**config.mk**
```make
export PLATFORM = sky130hd
export DESIGN_NAME = if_stage
export DESIGN_NICKNAME = d
export VERILOG_FILES = /design/src/rtl/if_stage.sv
export SDC_FILE = /design/constraint.sdc
export NUM_CORES = 1
export LEC_CHECK = 0
export CAP_MARGIN = 20
export CORE_UTILIZATION = 50
export CTS_BUF_LIST = sky130_fd_sc_hd__clkbuf_8
export DETAILED_ROUTE_END_ITERATION = 8
export HOLD_SLACK_MARGIN = 0.12
export MAX_ROUTING_LAYER = met4
export PLACE_DENSITY = 0.78
export SETUP_SLACK_MARGIN = 0.2
export SYNTH_ARGS = -nofsm -noshare
export SYNTH_HDL_FRONTEND = slang
export SYNTH_SLANG_ARGS = --single-unit
```
**constraint.sdc**
```tcl
create_clock -name clk -period 2.28 [get_ports clk]
set_input_delay 0.228 -clock clk [delete_from_list [all_inputs] [get_ports clk]]
set_output_delay 0.228 -clock clk [all_outputs]
set_load 0.01 [all_outputs]
```
**src/rtl/if_stage.sv**
```systemverilog
// Instruction fetch stage: owns the PC, keeps one fetch in flight,
// and drives the IF/ID register with a one-entry skid buffer.
module if_stage #(
  parameter int                  WORD_LEN = 16,
  parameter logic [WORD_LEN-1:0] RESET_PC = '0,
  parameter logic [WORD_LEN-1:0] NOP      = '0
) (
  input  logic                clk,
  input  logic                rst,
  input  logic                hazard_detected_in,
  input  logic                br_taken,
  input  logic [WORD_LEN-1:0] br_offset,
  input  logic                jump_en,
  input  logic [11:0]         jump_addr,
  output logic                imem_req,
  output logic [WORD_LEN-1:0] imem_addr,
  input  logic                imem_valid,
  input  logic [WORD_LEN-1:0] imem_rdata,
  output logic [WORD_LEN-1:0] instruction,
  output logic [WORD_LEN-1:0] pc_out,
  output logic                valid_out
);

  typedef struct packed {
    logic [WORD_LEN-1:0] ins;
    logic [WORD_LEN-1:0] pc;
    logic                vld;
  } if_id_t;

  typedef enum logic [1:0] {
    IDLE,
    WAIT,
    DROP
  } state_t;

  state_t state_q, state_d;

  logic [WORD_LEN-1:0] pc_q, pc_d;

  if_id_t if_id_q, if_id_d;
  if_id_t skid_q, skid_d;

  logic redirect;
  logic freeze;
  logic rsp;
  logic req_idle;
  logic req_b2b;

  logic [WORD_LEN-1:0] pc_inc;
  logic [WORD_LEN-1:0] br_tgt;
  logic [WORD_LEN-1:0] jmp_tgt;
  logic [WORD_LEN-1:0] tgt;

  if_id_t fetched;
  if_id_t bubble;
  if_id_t if_id_rst;

  assign freeze   = hazard_detected_in;
  assign rsp      = imem_valid;
  assign redirect = if_id_q.vld & (br_taken | jump_en);

  assign pc_inc  = pc_q + WORD_LEN'(1);
  assign br_tgt  = if_id_q.pc + WORD_LEN'(1) + br_offset;
  assign jmp_tgt = {if_id_q.pc[WORD_LEN-1:12], jump_addr};

  always_comb begin
    tgt = br_tgt;
    unique case (1'b1)
      jump_en:  tgt = jmp_tgt;
      default:  tgt = br_tgt;
    endcase
  end

  assign fetched = '{ins: imem_rdata, pc: pc_q, vld: 1'b1};
  // Bubbles keep the last PC so pc_out does not toggle needlessly.
  assign bubble  = '{ins: NOP, pc: if_id_q.pc, vld: 1'b0};

  assign if_id_rst = '{ins: NOP, pc: '0, vld: 1'b0};

  assign req_idle = (state_q == IDLE) & ~redirect
                  & ~freeze & ~skid_q.vld;
  assign req_b2b  = (state_q == WAIT) & rsp
                  & ~redirect & ~freeze;

  assign imem_req  = rst & (req_idle | req_b2b);
  assign imem_addr = req_b2b ? pc_inc : pc_q;

  always_comb begin
    state_d = state_q;
    pc_d    = pc_q;
    if_id_d = if_id_q;
    skid_d  = skid_q;
    if (redirect) begin
      pc_d       = tgt;
      if_id_d    = bubble;
      skid_d.vld = 1'b0;
      unique case (state_q)
        WAIT:    state_d = rsp ? IDLE : DROP;
        DROP:    state_d = rsp ? IDLE : DROP;
        default: state_d = IDLE;
      endcase
    end else begin
      unique case (state_q)
        IDLE: begin
          // Stray responses here are ignored.
          if (!freeze) begin
            if (skid_q.vld) begin
              if_id_d    = skid_q;
              skid_d.vld = 1'b0;
            end else begin
              if_id_d = bubble;
              state_d = WAIT;
            end
          end
        end
        WAIT: begin
          if (rsp && freeze) begin
            skid_d  = fetched;
            pc_d    = pc_inc;
            state_d = IDLE;
          end else if (rsp) begin
            if_id_d = fetched;
            pc_d    = pc_inc;
          end else if (!freeze) begin
            if_id_d = bubble;
          end
        end
        DROP: begin
          if (rsp) state_d = IDLE;
          if (!freeze) if_id_d = bubble;
        end
        default: state_d = IDLE;
      endcase
    end
  end

  always_ff @(posedge clk or negedge rst) begin
    if (!rst) begin
      state_q <= IDLE;
      pc_q    <= RESET_PC;
      if_id_q <= if_id_rst;
      skid_q  <= if_id_rst;
    end else begin
      state_q <= state_d;
      pc_q    <= pc_d;
      if_id_q <= if_id_d;
      skid_q  <= skid_d;
    end
  end

  assign instruction = if_id_q.ins;
  assign pc_out      = if_id_q.pc;
  assign valid_out   = if_id_q.vld;

endmodule

```
==> flow_summary.ini, run 1 <==
[layout]
final_nets = 779
antenna_cells = 0
final_core_util_pct = 77.2
area_growth_pct = 48.8
drive_gt1_share_pct = 34.5
n_fill_cell = 658

[critical_path]
crit_path_max_fanout = 3
crit_path_start_kind = register
max_stage_delay_ns = 0.40
path_cells = buf_6 -> ha_4 -> and3_4 -> and4_4 -> and2_4 -> nand4_1 -> xnor2_2 -> buf_2
slowest_stage = dfrtp_1
cp.arrival_ns = 2.06
reg2reg_depth = 8
crit_path_end_kind = output port
reg2reg_slack_ns = 0.05
path_class = register to output port
cp.required_ns = 2.05
r2r_end = pc_q[15]
r2r-start = pc_out[7]

[detailed_routing]
drc = 0
num_vias = 5021
wl_um = 16500
drtIter0Drc = 319
drt_first_pass_iters = 5
wl_per_cell_um = 19.5
ant_nets = 0
via_per_inst = 5.93

[sta]
hold_viol_final = 0
setup-tns-final_ns = -0.00506
clock_skew_ns = 0.0138
max_freq_ghz = 0.438
holdWs_ns = 0.193
period_share_pct = 100
maxSlewHeadroom_pct = 70.5
drv_slew = 0
setup_violations = 1
worst_slack_ns = -0.00506
tightest_slew_ns = 0.443
min_period_ns = 2.29
rsz0062_at_grt = yes

[clock_tree]
path_clk_slew_ns = 0.09
clock_sinks = 84
cts_root_buf = clkbuf_8
h-tree-depth = 3
cts_tree = done
clock_latency_ns = 0.36
cts_made_buffers = 9
clk_path_buf_depth = 2

[global_route]
grt-busiest-layer = met2
grt_first_pass_wirelength_um = 24300
grt_pass1_vias = 5002
grtUsageMet3_pct = 4.88
overflow = 0
use_met2_pct = 50.9
grt_max_degree = 84
met1_usage_pct = 37.9
grt.total_usage_pct = 31.0
antenna_found_initial = 0

[synthesis]
yosysTopAreaCell = dfrtp_1
syn_inst = 532
synth.net_count = 603
synth_top_area_share_pct = 41.3
ys_types = 55
syn-mean-instance-area_sq_um = 9.57
synth-main-ff-cell = dfrtp_1
synth_area_sq_um = 5090
ys_ff_latch = 84
ys_seq_area_share_pct = 41.3
netlist_top_cells_area = dfrtp_1 41%, mux2_2 7.5%, ha_1 4.9%
synthArstFlopShare_pct = 100
yosysWarningCount = 0
synth_edf_count = 0

[status]
violations = negative setup slack
status = finished with violations

[power]
p_per_area_nw_per_um2 = 1350
p_total_uw = 10200
ir_worst_vdd_mv = 0.739
leakage_uw = 0.00324

[floorplanning]
rows = 36
die-area_sq_um = 10600
core_area_sq_um = 9820
ios = 100
dieHeight_um = 103
die_x_um = 103
start_util_pct = 51.9

[min_path]
hold_class = input port to async pin

[place]
gp_congestion = 0.909
io_buffers = 99
dpl.hpwl_um = 10300

[run]
cap_violations = 0
cells in the final DEF (no fill, tap or decap), drive strengths merged, types with 6 or more instances in the layout:
cell type	count
and2	6
inv	10
nand3	7
nor3	11
clkbuf	11
a21oi	24
a221oi	17
a22o	16
xor2	17
dfrtp	84
a211oi	8
xnor2	26
ha	20
o21ai	38
nor2	64
clkdlybuf4s50	81
mux2	34
nand2	44
buf	115
a22oi	16
stage by stage:
stage | worst slack (ns) | area, sq um | std cells
CTS | 0.0307 | 7150 | 828
detailed placement | -0.346 | 6640 | 799
global route | -0.136 | 7580 | 846
floorplan | 0.188 | 5110 | 532
global placement | -0.260 | 6630 | 798
finish | -0.00506 | 7580 | 846
cell usage after synthesis (all sizes together), types with 16 or more instances:
cell and n:
o21ai 38, nand2 44, a221oi 17, mux2 34
xor2 17, nor2 64, a22oi 16, xnor2 26
clkbuf 19, dfrtp 84, ha 20, a22o 16
a21oi 24
worst max-delay path: cells and delay by family (launching register included):
family / cells / cell delay, ns
AND/OR/NAND/NOR: 4 / 0.73
flip-flops: 1 / 0.40
buffers and inverters: 2 / 0.26
XOR/XNOR: 1 / 0.17
adder cells (fa/ha/maj): 1 / 0.12
worst max path at each step:
stage / depth (start not counted) / slack, ns / from / to
after detailed placement: 8 / -0.35 / br_taken / imem_addr[14]
after global placement: 8 / -0.26 / br_taken / imem_addr[14]
after CTS: 8 / 0.03 / pc_q[1] / imem_addr[14]
after global routing: 11 / -0.14 / state_q[1] / imem_addr[15]
after floorplan: 10 / 0.19 / pc_out[0] / pc_q[12]
final: 8 / -0.005 / pc_q[1] / imem_addr[14]
where the power goes:
part	internal [uW]	total [uW]	switching, uW
logic	3180	6570	3390
registers	2110	2650	536
clock network	423	978	555
logic make-up after synthesis:
| group | count (synthesis) | synth area share, % |
|---|---|---|
| AO/OA/AOI/OAI | 148 | 20.0 |
| flip-flops | 84 | 41.3 |
| AND/OR/NAND/NOR | 154 | 13.9 |
| XOR/XNOR | 43 | 7.40 |
| adder cells (fa/ha/maj) | 21 | 5.31 |
| buffers and inverters | 44 | 3.86 |
| multiplexers | 38 | 8.30 |
flip-flops by register name, indices dropped and copies added, names as in the netlist:
register     flops
pc_out          16
skid_q          33
pc_q            16
valid_out        1
state_q          2
instruction     16
layer usage:
| metal | up-vias | wire length (um) |
|---|---|---|
| met5 | - | 0 |
| met1 | 2492 | 6740 |
| li1 | 2274 | - |
| met4 | 0 | 374 |
| met3 | 34 | 1120 |
| met2 | 221 | 8250 |
cell type report:
class,instances,area [sq um],area share (%)
clock inverters,6,41.3,0.545
inverters,10,41.3,0.545
flip-flops and latches,84,2100,27.7
well taps,133,166,2.20
multi-input cells,405,3320,43.7
clock buffers,10,138,1.82
repair buffers,198,1770,23.4
timing repair:
| item | CTS | global route |
|---|---|---|
| endpoints found under the hold margin | 1 | 0 |
| hold buffers | 1 | 0 |
| setup buffers | 12 | 14 |
| gates cloned | 0 | 3 |
| endpoints found under the setup margin | 37 | 59 |
| gates resized for setup | 132 | 70 |
| pin swaps | 41 | 21 |
No activity file was read; power rests on OpenSTA's default activity.
==> run 2, diff against run 1 <==
--- a/config.mk
+++ b/config.mk
@@ -9,10 +9,9 @@
 export CORE_UTILIZATION = 50
 export CTS_BUF_LIST = sky130_fd_sc_hd__clkbuf_8
 export DETAILED_ROUTE_END_ITERATION = 8
-export HOLD_SLACK_MARGIN = 0.12
+export HOLD_SLACK_MARGIN = 0.15
 export MAX_ROUTING_LAYER = met4
 export PLACE_DENSITY = 0.78
-export SETUP_SLACK_MARGIN = 0.2
 export SYNTH_ARGS = -nofsm -noshare
 export SYNTH_HDL_FRONTEND = slang
 export SYNTH_SLANG_ARGS = --single-unit
==> run 2 against run 1 <==
Maximum frequency fell by 4.1%. Global-route usage fell by 2.3 points. Core utilization fell by 5.6 points. Critical endpoint is now imem_addr[12]. Setup slack got worse by 0.097 ns. Critical path depth rose by 2. Sequential share of layout area rose by 2.2 points. Via count fell by 4.4%. Total power fell by 10%. The run still ends with negative setup slack left. Non-clock buffer count fell by 23. Combinational power fell by 16%. Sequential cell count did not move. Clock-buffer cell count fell by 1. Critical path type unchanged. Highest routed layer unchanged.
==> flow_summary.ini, run 2 (synthesis gave the netlist of run 1 again) <==
[detailed_routing]
wl_per_cell_um = 18.0
drtIter0Drc = 279
num_vias = 4800
via_per_inst = 5.83
drc = 0
ant_nets = 0
drt_first_pass_iters = 5
wl_um = 14800

[floorplanning]
die-area_sq_um = 10600
core_area_sq_um = 9820
dieHeight_um = 103
start_util_pct = 51.9
rows = 36
ios = 100
die_x_um = 103

[clock_tree]
clock_latency_ns = 0.36
clk_path_buf_depth = 2
path_clk_slew_ns = 0.08
cts_root_buf = clkbuf_8
cts_tree = done
h-tree-depth = 3
cts_made_buffers = 9
clock_sinks = 84

[critical_path]
crit_path_start_kind = register
reg2reg_depth = 9
r2r_end = instruction[5]
crit_path_end_kind = output port
slowest_stage = dfrtp_1
crit_path_max_fanout = 4
cp-startpoint = state_q[1]
worstSetupEndpoint = imem_addr[12]
reg2reg_slack_ns = 0.03
max_stage_delay_ns = 0.40
cp.required_ns = 2.05
cp.arrival_ns = 2.15
path_cells = inv_2 -> ha_4 -> nand2_4 -> nor3_4 -> and4_1 -> and2_4 -> buf_4 -> nand3_2 -> xnor2_1 -> buf_2
path_class = register to output port
r2r-start = state_q[1]

[layout]
antenna_cells = 0
largest_register = skid_q
largest_reg_flops = 33
layout_common_cells = 83 x dfrtp_1, 81 x clkdlybuf4s50_1, 73 x buf_4, 61 x nor2_1, 42 x nand2_1
n_fill_cell = 766
drive_gt1_share_pct = 25.1
final_common_cell = dfrtp_1
area_growth_pct = 38.1
final_core_util_pct = 71.6
final_nets = 756

[global_route]
grt_pass1_vias = 4684
grt_max_degree = 82
overflow = 0
grt.total_usage_pct = 28.7
grt_first_pass_wirelength_um = 22500
antenna_found_initial = 0

[sta]
worst_slack_ns = -0.102
max_freq_ghz = 0.420
drv_slew = 0
period_share_pct = 104
holdWs_ns = 0.216
min_period_ns = 2.38
clock_skew_ns = 0.0155
maxSlewHeadroom_pct = 66.2
setup_violations = 2
rsz0062_at_grt = yes
tightest_slew_ns = 0.504
hold_viol_final = 0

[place]
gp_congestion = 0.960
io_buffers = 99
dpl.hpwl_um = 10100

[status]
status = finished with violations
violations = negative setup slack

[power]
ir_worst_vdd_mv = 0.690
leakage_uw = 0.00300
p_per_area_nw_per_um2 = 1300

[min_path]
hold_class = input port to async pin

[run]
cap_violations = 0
-- run 2: cell types whose count changed in the layout (fill, tap and decap cells not counted), moves of 4 or more --
| cell | delta |
|---|---|
| a211oi_2 | -4 |
| inv_1 | +5 |
| a221oi_2 | -10 |
| buf_2 | -8 |
| o21ai_1 | -6 |
| a221oi_1 | +10 |
| dlygate4sd2_1 | +4 |
| o21ai_2 | -4 |
| buf_6 | -20 |
| a211oi_1 | +4 |
| o21ai_0 | +10 |
-- run 2: through the flow --
stage / power [uW] / worst slack (ns) / cells / TNS, ns / cell area [sq um]
finish: 9160 / -0.102 / 823 / -0.137 / 7030
global placement: 7560 / -0.312 / 791 / -7.62 / 6550
detailed placement: 7770 / -0.408 / 792 / -4.98 / 6560
global route: 9750 / -0.161 / 823 / -0.682 / 7030
floorplan: 5780 / 0.104 / 532 / 0 / 5090
CTS: 8820 / -0.0204 / 814 / -0.0441 / 6820
-- run 2: metal layers --
layer  vias up  track usage (%)  wire length (um)
met5         -                -                 0
met4         0             10.7               248
met3        31             4.81               949
met2       200             48.2              7280
met1      2354             34.7              6310
li1       2215                -                 -
-- run 2: cell type report --
| class | instances | area [sq um] | area share (%) |
|---|---|---|---|
| flip-flops and latches | 84 | 2100 | 29.9 |
| inverters | 10 | 37.5 | 0.534 |
| clock inverters | 7 | 61.3 | 0.872 |
| clock buffers | 9 | 124 | 1.76 |
| well taps | 133 | 166 | 2.37 |
| multi-input cells | 405 | 3000 | 42.7 |
| repair buffers | 175 | 1540 | 21.9 |
-- run 2: worst min-delay path by stage --
stage / to / slack [ns] / cells past startpoint / start
finish: instruction[2] / 0.22 / 2 / rst
global route: instruction[2] / 0.21 / 2 / rst
CTS: instruction[2] / 0.20 / 2 / rst
detailed placement: instruction[2] / 0.04 / 1 / rst
global placement: skid_q[19] / 0.04 / 1 / rst
floorplan: instruction[0] / -0.07 / 0 / rst
-- run 2: critical path, delay by kind of cell (launching register included) --
family        cells  cell delay [ns]
flops             1             0.40
simple gates      5             0.69
fa+ha+maj         1             0.15
buf+inv           3             0.36
xor+xnor          1             0.21
-- run 2: where the power goes --
group | switching (uW) | total (uW) | internal (uW)
sequential | 500 | 2610 | 2110
combinational | 2910 | 5520 | 2610
clock | 537 | 1030 | 493
-- run 2: repair_timing --
| action | CTS | global route |
|---|---|---|
| hold endpoints to repair | 3 | 0 |
| setup endpoints to repair | 21 | 55 |
| cloned | 0 | 1 |
| buffers inserted | 5 | 7 |
| hold buffers | 1 | 0 |
| gates resized for setup | 47 | 41 |
| pin swaps | 9 | 14 |
==> run 3, diff against run 2 <==
--- a/config.mk
+++ b/config.mk
@@ -15,3 +15,4 @@
 export SYNTH_ARGS = -nofsm -noshare
 export SYNTH_HDL_FRONTEND = slang
 export SYNTH_SLANG_ARGS = --single-unit
+export TNS_END_PERCENT = 20
==> run 3 against run 2 <==
The flow still finishes with violations (negative setup slack). Clock-buffer cell count unchanged. Total power fell by 1.4%. Sequential share of layout area up 0.069 points. Combinational power decreased by 2%. Non-clock buffer count unchanged. Largest cell class unchanged.
==> flow_summary.ini, run 3 (synthesis gave the netlist of run 1 again) <==
[layout]
drive_gt1_share_pct = 24.5
largest_register = skid_q
n_fill_cell = 771
area_growth_pct = 37.7
antenna_cells = 0
final_area_sq_um = 7010
layout_common_cells = 83 x dfrtp_1, 81 x clkdlybuf4s50_1, 73 x buf_4, 62 x nor2_1, 42 x nand2_1
largest_reg_flops = 33
final_core_util_pct = 71.4
final_nets = 755
final_common_cell = dfrtp_1

[place]
dpl.hpwl_um = 10100
place_area_sq_um = 6560
gp_congestion = 0.960
io_buffers = 99

[critical_path]
cp.required_ns = 2.05
crit_path_start_kind = register
crit_path_max_fanout = 4
cp.arrival_ns = 2.14
path_class = register to output port
r2r-start = state_q[0]
r2r_end = pc_out[3]
worstSetupEndpoint = imem_addr[12]
reg2reg_slack_ns = 0.08
cp-startpoint = state_q[1]
crit_path_end_kind = output port
reg2reg_depth = 10

[detailed_routing]
via_per_inst = 5.78
drtIter0Drc = 248
num_vias = 4754
wl_per_cell_um = 17.7
drt_first_pass_iters = 5
wl_um = 14500
ant_nets = 0
drc = 0

[sta]
setup-tns-final_ns = -0.123
worst_slack_ns = -0.0900
rsz0062_at_grt = yes
min_period_ns = 2.37
drv_slew = 0
holdWs_ns = 0.217
max_freq_ghz = 0.422
clock_skew_ns = 0.0148
maxSlewHeadroom_pct = 68.0
hold_viol_final = 0
tightest_slew_ns = 0.479
setup_violations = 2
period_share_pct = 104

[floorplanning]
die-area_sq_um = 10600
core_area_sq_um = 9820
die_x_um = 103
ios = 100
rows = 36
dieHeight_um = 103
start_util_pct = 51.9

[global_route]
overflow = 0
grt_pass1_vias = 4691
antenna_found_initial = 0
grt_first_pass_wirelength_um = 22500
grt_max_degree = 82
grt.total_usage_pct = 28.8

[clock_tree]
path_clk_slew_ns = 0.08
h-tree-depth = 3
cts_root_buf = clkbuf_8
clk_path_buf_depth = 2
clock_latency_ns = 0.36
cts_made_buffers = 9
clock_sinks = 84
cts_tree = done

[power]
ir_worst_vdd_mv = 0.696
leakage_uw = 0.00300
p_per_area_nw_per_um2 = 1290

[status]
status = finished with violations
violations = negative setup slack

[run]
cap_violations = 0

[min_path]
hold_class = input port to async pin
[run 3: repair_timing]
action,CTS,global route
gates resized for setup,49,33
endpoints found under the hold margin,3,0
hold buffers,1,0
cloned,0,0
pin swaps,8,17
setup buffers,5,7
endpoints found under the setup margin,21,55
[run 3: per-stage QoR]
| step | cells | setup WS, ns | total power, uW |
|---|---|---|---|
| 2_1_floorplan | 532 | 0.104 | 5780 |
| 3_3_place_gp | 791 | -0.312 | 7560 |
| 5_1_grt | 822 | -0.152 | 9640 |
| 6_report | 822 | -0.0900 | 9040 |
| 4_1_cts | 814 | -0.0204 | 8810 |
| 3_5_place_dp | 792 | -0.408 | 7770 |
[run 3: layout make-up]
cell class / instances / area, sq um / area share (%)
timing repair buffer: 175 / 1540 / 22.0
clock inverter: 7 / 61.3 / 0.874
sequential: 84 / 2100 / 30.0
clock buffer: 9 / 124 / 1.77
tap: 133 / 166 / 2.37
inverter: 10 / 37.5 / 0.535
multi-input combinational: 404 / 2980 / 42.5
[run 3: how the worst min path moves through the flow]
stage                     end  start  depth (start not counted)  slack (ns)
2_1_floorplan  instruction[0]    rst                          0       -0.07
3_3_place_gp       skid_q[19]    rst                          1        0.04
3_5_place_dp   instruction[2]    rst                          1        0.04
4_1_cts        instruction[2]    rst                          2        0.20
5_1_grt        instruction[2]    rst                          2        0.21
6_report       instruction[2]    rst                          2        0.22
[run 3: worst max-delay path: stages, from the launching register on]
cell and delay, ns:
dfrtp_1 0.40, inv_2 0.09, ha_4 0.15, nand2_4 0.06
nor3_4 0.14, and4_1 0.23, and2_4 0.17, buf_4 0.11
nand3_2 0.08, xnor2_1 0.20, buf_2 0.16
[run 3: report_power, final]
part | total [uW] | switching (uW) | internal (uW)
combinational | 5390 | 2820 | 2580
sequential | 2610 | 501 | 2110
clock | 1030 | 538 | 493
[run 3: metal layers]
layer / part of all wire [%] / GRT usage, % / vias up
li1: - / - / 2218
met1: 42 / 34.7 / 2313
met2: 49 / 48.4 / 198
met3: 6.5 / 4.81 / 25
met4: 1.5 / 10.7 / 0
met5: 0 / - / -
